===== src/rtl/slot_pkg.sv =====
// Shared types and constants for the slot machine spin controller.
// Defaults here are the production settings; modules expose them as parameters.
package slot_pkg;

  localparam int DIGIT_W = 4;
  localparam int CRED_W  = 8;
  localparam int N_REELS = 3;
  localparam int CNT_W   = 8;

  localparam int PULSE_LEN_D  = 4;
  localparam int SETTLE_LEN_D = 2;
  localparam int GAP_LEN_D    = 8;

  localparam logic [CRED_W-1:0]  INIT_CREDITS_D = 8'd20;
  localparam logic [CRED_W-1:0]  BET_D          = 8'd1;
  localparam logic [CRED_W-1:0]  PAY_PAIR_D     = 8'd2;
  localparam logic [CRED_W-1:0]  PAY_TRIPLE_D   = 8'd10;
  localparam logic [CRED_W-1:0]  PAY_JACKPOT_D  = 8'd50;
  localparam logic [DIGIT_W-1:0] BLANK_MIN_D    = 4'd10;
  localparam logic [DIGIT_W-1:0] JACKPOT_DIGIT  = 4'd7;

  typedef enum logic [2:0] {
    IDLE,
    SPIN_HI,
    SETTLE,
    CAPTURE,
    GAP,
    EVAL,
    DONE
  } state_t;

endpackage


===== src/rtl/slot_payout.sv =====
// Combinational scorer: maps three captured reels to a payout amount.
// Blank symbols (>= BLANK_MIN) never take part in a match.
module slot_payout
  import slot_pkg::*;
#(
  parameter logic [CRED_W-1:0]  PAY_PAIR    = PAY_PAIR_D,
  parameter logic [CRED_W-1:0]  PAY_TRIPLE  = PAY_TRIPLE_D,
  parameter logic [CRED_W-1:0]  PAY_JACKPOT = PAY_JACKPOT_D,
  parameter logic [DIGIT_W-1:0] BLANK_MIN   = BLANK_MIN_D
) (
  input  logic [N_REELS*DIGIT_W-1:0] reels,
  output logic [CRED_W-1:0]          amount
);

  logic [DIGIT_W-1:0] r0, r1, r2;
  logic               nb0, nb1;
  logic               triple, pair;

  assign r0 = reels[DIGIT_W-1:0];
  assign r1 = reels[2*DIGIT_W-1:DIGIT_W];
  assign r2 = reels[3*DIGIT_W-1:2*DIGIT_W];

  assign nb0 = (r0 < BLANK_MIN);
  assign nb1 = (r1 < BLANK_MIN);

  // A non-blank reel equal to a blank one is impossible, so checking one side suffices.
  assign triple = nb0 && (r0 == r1) && (r1 == r2);
  assign pair   = (nb0 && (r0 == r1)) || (nb0 && (r0 == r2)) || (nb1 && (r1 == r2));

  always_comb begin
    amount = '0;
    if (triple) begin
      amount = (r0 == JACKPOT_DIGIT) ? PAY_JACKPOT : PAY_TRIPLE;
    end else if (pair) begin
      amount = PAY_PAIR;
    end
  end

endmodule


===== src/rtl/slot_spin_ctrl.sv =====
// Drives the rng spin strobe, captures three reels, scores them and keeps a
// saturating credit balance. Start to done is 40 cycles with default timing.
module slot_spin_ctrl
  import slot_pkg::*;
#(
  parameter int                 PULSE_LEN    = PULSE_LEN_D,
  parameter int                 SETTLE_LEN   = SETTLE_LEN_D,
  parameter int                 GAP_LEN      = GAP_LEN_D,
  parameter logic [CRED_W-1:0]  INIT_CREDITS = INIT_CREDITS_D,
  parameter logic [CRED_W-1:0]  BET          = BET_D,
  parameter logic [CRED_W-1:0]  PAY_PAIR     = PAY_PAIR_D,
  parameter logic [CRED_W-1:0]  PAY_TRIPLE   = PAY_TRIPLE_D,
  parameter logic [CRED_W-1:0]  PAY_JACKPOT  = PAY_JACKPOT_D,
  parameter logic [DIGIT_W-1:0] BLANK_MIN    = BLANK_MIN_D
) (
  input  logic                       clk,
  input  logic                       rst,
  input  logic                       start,
  input  logic [DIGIT_W-1:0]         digit,
  output logic                       spin,
  output logic                       busy,
  output logic                       done,
  output logic                       denied,
  output logic [N_REELS*DIGIT_W-1:0] reels,
  output logic [CRED_W-1:0]          payout,
  output logic [CRED_W-1:0]          credits
);

  localparam logic [CNT_W-1:0] PULSE_LD  = CNT_W'(PULSE_LEN - 1);
  localparam logic [CNT_W-1:0] SETTLE_LD = CNT_W'(SETTLE_LEN - 1);
  localparam logic [CNT_W-1:0] GAP_LD    = CNT_W'(GAP_LEN - 1);
  localparam logic [1:0]       LAST_IDX  = 2'(N_REELS - 1);

  state_t             state, state_nxt;
  logic [CNT_W-1:0]   cnt;
  logic               cnt_zero;
  logic [1:0]         idx;
  logic               accept;
  logic [CRED_W-1:0]  amount;
  logic [CRED_W:0]    sum;

  assign cnt_zero = (cnt == '0);
  assign accept   = (state == IDLE) && start && (credits >= BET);
  assign sum      = {1'b0, credits} + {1'b0, amount};

  slot_payout #(
    .PAY_PAIR    (PAY_PAIR),
    .PAY_TRIPLE  (PAY_TRIPLE),
    .PAY_JACKPOT (PAY_JACKPOT),
    .BLANK_MIN   (BLANK_MIN)
  ) u_payout (
    .reels  (reels),
    .amount (amount)
  );

  always_ff @(posedge clk) begin
    if (rst) state <= IDLE;
    else     state <= state_nxt;
  end

  always_comb begin
    state_nxt = state;
    case (state)
      IDLE:    if (accept)   state_nxt = SPIN_HI;
      SPIN_HI: if (cnt_zero) state_nxt = SETTLE;
      SETTLE:  if (cnt_zero) state_nxt = CAPTURE;
      CAPTURE: state_nxt = (idx == LAST_IDX) ? EVAL : GAP;
      GAP:     if (cnt_zero) state_nxt = SPIN_HI;
      EVAL:    state_nxt = DONE;
      DONE:    state_nxt = IDLE;
      default: state_nxt = IDLE;
    endcase
  end

  always_comb begin
    busy = (state != IDLE);
    done = (state == DONE);
  end

  // One down-counter serves every timed state; it reloads whenever a new state is entered.
  always_ff @(posedge clk) begin
    if (rst) begin
      cnt     <= '0;
      idx     <= '0;
      spin    <= 1'b0;
      denied  <= 1'b0;
      reels   <= '0;
      payout  <= '0;
      credits <= INIT_CREDITS;
    end else begin
      if (state_nxt != state) begin
        case (state_nxt)
          SPIN_HI: cnt <= PULSE_LD;
          SETTLE:  cnt <= SETTLE_LD;
          GAP:     cnt <= GAP_LD;
          default: cnt <= '0;
        endcase
      end else if (!cnt_zero) begin
        cnt <= cnt - 1'b1;
      end

      spin   <= (state_nxt == SPIN_HI);
      denied <= (state == IDLE) && start && (credits < BET);

      if (accept) begin
        credits <= credits - BET;
        idx     <= '0;
      end

      if (state == CAPTURE) begin
        for (int i = 0; i < N_REELS; i++) begin
          if (idx == i[1:0]) reels[i*DIGIT_W +: DIGIT_W] <= digit;
        end
        if (idx != LAST_IDX) idx <= idx + 2'd1;
      end

      if (state == EVAL) begin
        payout  <= amount;
        credits <= sum[CRED_W] ? {CRED_W{1'b1}} : sum[CRED_W-1:0];
      end
    end
  end

endmodule


===== config.mk =====
export PLATFORM = sky130hd
export DESIGN_NAME = slot_spin_ctrl
export DESIGN_NICKNAME = d
export VERILOG_FILES = /design/src/rtl/slot_pkg.sv /design/src/rtl/slot_payout.sv /design/src/rtl/slot_spin_ctrl.sv
export SDC_FILE = /design/constraint.sdc
export NUM_CORES = 1
export LEC_CHECK = 0
export CAP_MARGIN = 5
export CORE_ASPECT_RATIO = 1.4
export CORE_MARGIN = 5
export CORE_UTILIZATION = 30
export DETAILED_ROUTE_END_ITERATION = 10
export PLACE_DENSITY = 0.52
export SYNTH_ARGS = -nofsm -noshare
export SYNTH_HDL_FRONTEND = slang
export SYNTH_SLANG_ARGS = --single-unit

===== constraint.sdc =====
create_clock -name clk -period 3.4 [get_ports clk]
set_input_delay 0.34 -clock clk [delete_from_list [all_inputs] [get_ports clk]]
set_output_delay 0.34 -clock clk [all_outputs]
set_load 0.05 [all_outputs]

Yosys cells after proc, flatten, opt, wreduce, memory -nomap -nowiden
Cells that the tools add are included.
{"block": "totals", "register_bits": 43, "elab_cells": 71}
{"block": "classes", "n_eq_ne": 18, "add_sub_neg": 4, "n_reduce_logical": 17, "mux": 18, "magnitude_cmp": 4}
{"operator": "$mux 8", "count": 6}
{"operator": "$pmux 3 s6", "count": 1}
{"operator": "$sub 8x1->8 const B", "count": 2}
{"operator": "$eq 3x3->1 const B", "count": 4}
{"operator": "$eq 4x4->1", "count": 3}
{"operator": "$mux 3", "count": 4}
{"operator": "$add 8x8->9", "count": 1}
{"operator": "$eq 3x2->1 const B", "count": 3}
{"operator": "$pmux 3 s3", "count": 1}
{"operator": "$ge 8x1->1 const B", "count": 1}
{"operator": "$logic_not 8->1", "count": 1}
{"operator": "$lt 4x4->1 const B", "count": 2}
{"operator": "$lt 8x1->1 const B", "count": 1}
{"operator": "$mux 2", "count": 4}
{"operator": "$logic_and 1x1->1", "count": 7}
{"operator": "$eq 3x1->1 const B", "count": 2}
{"operator": "$mux 6", "count": 1}
{"operator": "$reduce_and 2->1", "count": 3}
{"operator": "$eq 4x3->1 const B", "count": 1}
{"operator": "$logic_not 3->1", "count": 1}
{"operator": "$ne 3x3->1", "count": 1}
{"operator": "$reduce_bool 3->1", "count": 1}
{"operator": "$add 2x1->2 const B", "count": 1}
{"operator": "$eq 2x1->1 const B", "count": 1}
{"operator": "other kinds (7)", "count": 8}

Longest topological paths before layout
Gate-level depths: netlist (run 1).
{"block": "logic_depth", "word_depth": 9, "depth_mapped": 11, "mapped_depth_nobuf": 11}

By module
From an unflattened synthesis (run 1), not the netlist that was laid out.
{"block": "unflattened", "hier_cells": 308, "area_unflattened_um2": 2598.7}
{"mod": "slot_spin_ctrl", "seq_area_each_um2": 860.8, "n_inst": 1, "area_per_inst_um2": 2379.8, "cells_each": 278}
{"mod": "slot_payout", "seq_area_each_um2": 0.0, "n_inst": 1, "area_per_inst_um2": 219.0, "cells_each": 30}

Worst setup path before layout (run 1)
Ideal clock, no wire load.
{"block": "synth_path", "path_kind": "flip-flop to flip-flop", "from": "register reels[3]", "to": "register credits[6]", "t_arrival_ns": 2.818, "required_ns": 3.305, "synth_period_minus_slack_ns": 2.913, "setup_time_ns": 0.095, "slack_ns": 0.487, "stages_incl_launch_ff": 11, "path_buffers": 0, "path_cell_list": "dfxtp_1 nor3b_1 a32oi_1 or3_1 nor2_1 ha_1 a21oi_1 a21boi_0 o21ai_0 o21ai_0 a221oi_1"}
{"block": "synth_between", "elab_cells_between_ends": 15}
{"element": "start: declaration", "line": "slot_spin_ctrl.sv:24", "text": "output logic [N_REELS*DIGIT_W-1:0] reels,"}
{"element": "start signal: indexed assignment", "line": "slot_spin_ctrl.sv:112", "text": "if (idx == i[1:0]) reels[i*DIGIT_W +: DIGIT_W] <= digit;"}
{"element": "$lt 4x4->1 / $eq 4x4->1 (equally long branches)", "line": "slot_payout.sv:23, slot_payout.sv:27"}
{"element": "$logic_and 1x1->1 (2 in series)", "line": "slot_payout.sv:27", "text": "assign triple = nb0 && (r0 == r1) && (r1 == r2);"}
{"element": "$mux 8 *", "line": "slot_payout.sv:32", "text": "if (triple) begin"}
{"element": "via amount[4]", "line": "slot_spin_ctrl.sv:39", "text": "logic [CRED_W-1:0] amount;"}
{"element": "$add 8x8->9 *", "line": "slot_spin_ctrl.sv:44", "text": "assign sum = {1'b0, credits} + {1'b0, amount};"}
{"element": "$mux 8 *", "line": "slot_spin_ctrl.sv:119", "text": "credits <= sum[CRED_W] ? {CRED_W{1'b1}} : sum[CRED_W-1:0];"}
{"element": "$mux 8 *", "line": "slot_spin_ctrl.sv:117", "text": "if (state == EVAL) begin"}
{"element": "end signal: assignment", "line": "slot_spin_ctrl.sv:106", "text": "credits <= credits - BET;"}
{"element": "end signal: assignment", "line": "slot_spin_ctrl.sv:119"}
{"element": "end: declaration", "line": "slot_spin_ctrl.sv:26", "text": "output logic [CRED_W-1:0] credits"}
Mark *: on every way through the listed nets, which the timed path passes. The rest lies on a longest branch.
A chain may end at the register's enable or synchronous reset.

Worst setup path in the final report (run 1)
Ends and elaborated chain as after synthesis.

==> impl_metrics.json, run 1 <==
{
  "wl_per_cell_um": 14.97,
  "num_vias": 2029,
  "cts_resized": 0,
  "synth_compound_area_share_pct": 17.13,
  "num_io_pins": 39,
  "critPathMaxFanout": 6,
  "initial_utilization_pct": 31.06,
  "syn_inst": 268,
  "pwr_density_cell_nw_per_um2": 602.3,
  "end_kind": "register",
  "period_needed_ns": 2.911,
  "io_buffers": 34,
  "setup_viol": 0,
  "synth_top_family_by_area": "simple AND/OR/NAND/NOR gates",
  "fp-row-count": 37,
  "grt_usage_pct": 12.02,
  "routed_wl_mm": 5.915,
  "insertion_delay_ns": 0.29,
  "slew_headroom_pct": 46.88,
  "synth_fa_ha_area_share_pct": 4.350,
  "dr.first_iter.drc_count": 50,
  "multiInputGateArea_um2": 1433,
  "clk_pin_slew_ns": 0.08,
  "clock-sinks": 38,
  "path_class": "register to register",
  "drt-pass1-iter-count": 4,
  "fillCellCount": 791,
  "die-area_um2": 9546,
  "ir_worst_vdd_mv": 0.2299,
  "final_cell_mix": "nor2_1, dfxtp_1, clkdlybuf4s50_1",
  "die_h_um": 113.6,
  "synthTopCellsByArea": "dfxtp_1, nor2_1, mux2i_1, xnor2_1, ha_1",
  "leakage_nw": 1.007,
  "path_common_cell": "o21ai_0",
  "synth-xor-area-share_pct": 7.613,
  "required_ns": 3.59,
  "yosys.cell_types.count": 55,
  "cts_root_buf": "clkbuf_8",
  "crit_family": "compound AO/OA/AOI/OAI gates",
  "core_area_um2": 7407,
  "p_int_mw": 0.9507,
  "drv_slew": 0,
  "grt_first_pass_wirelength_mm": 9.370,
  "yosysTopAreaCell": "dfxtp_1",
  "crit_chain": "nor3b_1 > a32oi_1 > or3_1 > nor2_1 > ha_1 > a21oi_1 > a21boi_0 > o21ai_0 > o21ai_0 > a221oi_1",
  "fin_nets": 313,
  "ys.flop_type": "dfxtp_1",
  "fp.dieW_um": 84.02,
  "hold_class": "register to register",
  "grt_pass1_vias": 1913,
  "switching_share_pct": 43.36,
  "crit_buf_inv": 0,
  "finalHoldViolations": 0,
  "yosys_register_bits": 38,
  "synth_edf_count": 0,
  "clockBufferDepth": 2,
  "seq_area_um2": 760.7,
  "ant_nets": 0,
  "yosysWarningCount": 0,
  "p_comb_share_pct": 45.4,
  "power.total_mw": 1.678,
  "drive_gt1_share_pct": 7.383,
  "switchingPower_mw": 0.7277,
  "final_common_cell": "nor2_1",
  "ys_seq_area_share_pct": 33.06,
  "slowest_delay_ns": 0.41,
  "syn_to_final_growth_pct": 21.10,
  "rsz0062_at_grt": "false",
  "drt-vias-per-instance": 5.137,
  "grt_overflow": 0,
  "fin_crit_sh_pct": 85.61,
  "hpwl_mm": 4.550,
  "synth_top_area_share_pct": 33.06,
  "synthMuxAreaShare_pct": 6.145,
  "grt_antenna_before_repair": 0,
  "hold_buffers": 0,
  "place.gp.congestion": 0.8824,
  "pwr-share-seq_pct": 36.9,
  "synth.avg_cell_area_um2": 8.586,
  "numCtsBuffers": 5,
  "worstPathArrival_ns": 3.10,
  "worstMarginPinSlew_ns": 0.7943,
  "drc": 0,
  "status": "finished clean",
  "slowest_stage": "dfxtp_1",
  "synthArstFlopShare_pct": 0,
  "final.setup_skew_ns": 0.005194,
  "num_antenna_cells": 0,
  "pwr-share-clk_pct": 17.7,
  "cts_tree": "built",
  "grt_max_degree": 20,
  "drv_cap": 0,
  "post-cts-setup-buffers": 0,
  "cp-start-kind": "register",
  "max_clock_freq_mhz": 343.6,
  "synth.cell_area_um2": 2301,
  "synth-simple-area-share_pct": 26.37,
  "fin_tns_setup_ns": 0,
  "htreeDepth": 2
}
-- per-layer routing --
metal  routed length (um)  track usage (%)  up-vias
li1                     -                -     1026
met1                 2432            13.34      964
met2                 3237            22.73       35
met3                  197            2.312        4
met4                   47            3.970        0
met5                    0                0        -
-- area by class of cell --
type / count / area share, %
multi-input combinational: 208 / 51.41
sequential: 38 / 27.30
tap: 97 / 4.356
inverter: 8 / 1.078
clock buffer: 5 / 2.470
clock inverter: 2 / 0.3592
timing repair buffer: 37 / 13.02
-- final timing paths --
check / endpoint / start / slack [ns] / cells past startpoint
hold / removal: payout[1]$_SDFFE_PP0P_ / payout[1]$_SDFFE_PP0P_ / 0.50 / 2
setup reg to reg: credits[6]$_SDFFE_PP0P_ / reels[3]$_SDFFE_PP0P_ / 0.49 / 10
setup / recovery: credits[6]$_SDFFE_PP0P_ / reels[3]$_SDFFE_PP0P_ / 0.49 / 10
hold reg to reg: payout[1]$_SDFFE_PP0P_ / payout[1]$_SDFFE_PP0P_ / 0.50 / 2
-- stage by stage --
stage	cell area [um^2]	instances	utilization (%)	setup WS [ns]	hold slack (ns)
after floorplan	2312	271	-	0.4871	0.4671
after global placement	2708	388	36.55	0.6331	0.4815
after detailed placement	2708	388	36.55	0.5525	0.4823
after CTS	2786	395	37.62	0.5177	0.4977
after global routing	2786	395	37.62	0.2078	0.5205
final	2786	395	37.62	0.4893	0.4962
-- registers in the layout, summed over array words and instances (netlist names) --
name,flops
credits,8
idx,2
denied,1
cnt,8
spin,1
payout,3
reels,12
state,3
-- Yosys cell counts (all sizes together), types with 3 or more instances --
cell	number
clkbuf	8
a211oi	4
or3	6
nor2	40
inv	8
dfxtp	38
nand3	9
nand2	10
xnor2	13
xor2	7
ha	8
mux2i	13
a21boi	3
nor4	7
a31oi	4
nor3b	3
and3	4
o21ai	8
a21oi	13
nand4	4
nor3	11
buf	9
a21o	3
nand3b	3
-- cells by family (layout without fill, tap and decap cells) --
kind of cell    Yosys count  after routing
fa+ha+maj                 8              8
buf+inv                  25             52
xor+xnor                 20             20
compound gates           54             54
simple gates            108            108
flops                    38             38
mux                      14             14
other cells               1              4
-- power by group through the flow --
stage          combinational, mW  sequential (mW)  clock, mW
2_1_floorplan              0.543            0.664          0
3_3_place_gp               0.758            0.630          0
3_5_place_dp               0.765            0.631          0
4_1_cts                    0.766            0.620      0.317
5_1_grt                    0.825            0.632      0.330
6_report                   0.761            0.620      0.297
-- tightest hold or removal path, delay by kind of cell (launching register included) --
family / cells / cell delay (ns)
and+or+nand+nor: 2 / 0.14
DFF: 1 / 0.31
(Power assumes the default switching activity.)
==> run 2, diff against run 1 <==
==> constraint.sdc (replaced) <==
create_clock -name clk -period 3.4 [get_ports clk]
set_input_delay 0.68 -clock clk [delete_from_list [all_inputs] [get_ports clk]]
set_output_delay 0.68 -clock clk [all_outputs]
set_load 0.05 [all_outputs]
==> run 2 against run 1 <==
- die area did not move
- register-to-register slack worse by 0.02 ns
- design area increased by 0.18%
- via count is 1.4% higher
- critical path depth unchanged
- utilization is 0.068 points higher
- sequential power barely moved
- clock power increased by 8.4%
- largest power group unchanged
- hold slack better by 0.0017 ns
- combinational power fell by 1%
==> impl_metrics.json, run 2 (synthesis results as in run 1) <==
{
  "status": "finished clean",
  "num_antenna_cells": 0,
  "drv_slew": 0,
  "grt_antenna_before_repair": 0,
  "die-area_um2": 9546,
  "clockBufferDepth": 2,
  "ant_nets": 0,
  "cts_root_buf": "clkbuf_8",
  "max_clock_freq_mhz": 341.6,
  "required_ns": 3.56,
  "drive_gt1_share_pct": 7.047,
  "place.gp.congestion": 0.8596,
  "hpwl_mm": 4.438,
  "cts_resized": 0,
  "final_util_pct": 37.69,
  "hold_buffers": 0,
  "multiInputGateArea_um2": 1433,
  "ir_worst_vdd_mv": 0.2560,
  "post-cts-setup-buffers": 0,
  "clk_pin_slew_ns": 0.08,
  "fin_tns_setup_ns": 0,
  "fp-row-count": 37,
  "fin_nets": 312,
  "grt_first_pass_wirelength_mm": 9.542,
  "drc": 0,
  "drv_cap": 0,
  "grt_max_degree": 24,
  "regMostFlops": "reels",
  "slew_headroom_pct": 32.81,
  "io_buffers": 34,
  "period_needed_ns": 2.927,
  "pwr_density_cell_nw_per_um2": 608.0,
  "wl_per_cell_um": 14.75,
  "finalHoldViolations": 0,
  "cts_tree": "built",
  "num_vias": 2057,
  "rsz0062_at_grt": "false",
  "place_inst": 387,
  "num_io_pins": 39,
  "core_area_um2": 7407,
  "hold_class": "register to register",
  "end_kind": "register",
  "largest_reg_flops": 12,
  "grt_usage_pct": 12.24,
  "numCtsBuffers": 5,
  "final.setup_skew_ns": 0.01083,
  "drt-pass1-iter-count": 4,
  "largest_registers": "reels: 12 flops, cnt: 8 flops, credits: 8 flops",
  "final_cell_mix": "nor2_1, dfxtp_1, clkdlybuf4s50_1",
  "initial_utilization_pct": 31.06,
  "grt_overflow": 0,
  "dr.first_iter.drc_count": 49,
  "syn_to_final_growth_pct": 21.32,
  "fin_crit_sh_pct": 86.10,
  "drt-vias-per-instance": 5.208,
  "cp-start-kind": "register",
  "fillCellCount": 806,
  "layout.cells.non_filler": 395,
  "leakage_nw": 1.006,
  "path_class": "register to register",
  "final_common_cell": "nor2_1",
  "die_h_um": 113.6,
  "htreeDepth": 2,
  "worstPathArrival_ns": 3.09,
  "worstMarginPinSlew_ns": 1.005,
  "grt_pass1_vias": 1960,
  "insertion_delay_ns": 0.29,
  "fp.dieW_um": 84.02,
  "routed_wl_mm": 5.826,
  "critPathMaxFanout": 6,
  "seq_area_um2": 760.7,
  "clock-sinks": 38,
  "setup_viol": 0
}
-- run 2: cell count changes in the layout (fill, tap and decap cells not counted) --
cell	delta
clkinv_2	-1
clkbuf_1	+1
buf_4	-1
clkbuf_8	+1
-- run 2: area by class of cell --
| cell class | instances | area share, % |
|---|---|---|
| Clock buffer | 7 | 3.093 |
| Clock inverter | 1 | 0.1793 |
| Inverter | 8 | 1.076 |
| Multi-Input combinational cell | 208 | 51.32 |
| Sequential cell | 38 | 27.25 |
| Tap cell | 97 | 4.348 |
| Timing Repair Buffer | 36 | 12.73 |
-- run 2: layer usage --
layer  GRT usage [%]  part of all wire (%)  up-vias
li1                -                     -     1025
met1           13.08                    39      971
met2           23.37                    55       55
met3           2.312                   4.0        6
met4           4.936                   1.7        0
met5               0                     0        -
-- run 2: path summary, 6_finish.rpt --
path	startpoint	endpoint	slack (ns)	depth (start not counted)
max	reels[3]$_SDFFE_PP0P_	credits[4]$_SDFFE_PP1P_	0.47	10
min	payout[1]$_SDFFE_PP0P_	payout[1]$_SDFFE_PP0P_	0.50	2
max reg2reg	reels[3]$_SDFFE_PP0P_	credits[4]$_SDFFE_PP1P_	0.47	10
min reg2reg	payout[1]$_SDFFE_PP0P_	payout[1]$_SDFFE_PP0P_	0.50	2
-- run 2: metrics by stage --
step / cell area, um^2 / power, mW / hold slack (ns) / setup WS (ns)
floorplan: 2312 / 1.207 / 0.4671 / 0.4871
global placement: 2700 / 1.388 / 0.4817 / 0.5127
detailed placement: 2700 / 1.388 / 0.4837 / 0.4741
CTS: 2791 / 1.718 / 0.4985 / 0.4620
global route: 2791 / 1.811 / 0.5334 / 0.1854
finish: 2791 / 1.697 / 0.4979 / 0.4727
-- run 2: worst max-delay path, stage by stage (launching register included) --
cell      delay, ns
dfxtp_1        0.40
nor3b_1        0.29
a32oi_1        0.18
or3_1          0.39
nor2_1         0.24
ha_1           0.33
a21oi_1        0.22
a21boi_0       0.16
o21a_1         0.27
a211oi_1       0.22
o21ai_1        0.10
-- run 2: report_power, final --
| part | leakage [nW] | switching (mW) | internal [mW] | total [mW] |
|---|---|---|---|---|
| logic | 0.649 | 0.448 | 0.305 | 0.753 |
| registers | 0.309 | 0.116 | 0.506 | 0.622 |
| clock network | 0.0482 | 0.158 | 0.164 | 0.322 |
| total | 1.01 | 0.723 | 0.974 | 1.70 |
==> run 3, diff against run 2 <==
--- a/config.mk
+++ b/config.mk
@@ -5,12 +5,14 @@
 export SDC_FILE = /design/constraint.sdc
 export NUM_CORES = 1
 export LEC_CHECK = 0
+export ABC_CLOCK_PERIOD_IN_PS = 3400
 export CAP_MARGIN = 5
 export CORE_ASPECT_RATIO = 1.4
 export CORE_MARGIN = 5
 export CORE_UTILIZATION = 30
 export DETAILED_ROUTE_END_ITERATION = 10
 export PLACE_DENSITY = 0.52
+export SKIP_CTS_REPAIR_TIMING = 1
 export SYNTH_ARGS = -nofsm -noshare
 export SYNTH_HDL_FRONTEND = slang
 export SYNTH_SLANG_ARGS = --single-unit
==> results of run 3 <==
Final layout, timing and power as in run 2 (identical DEF).
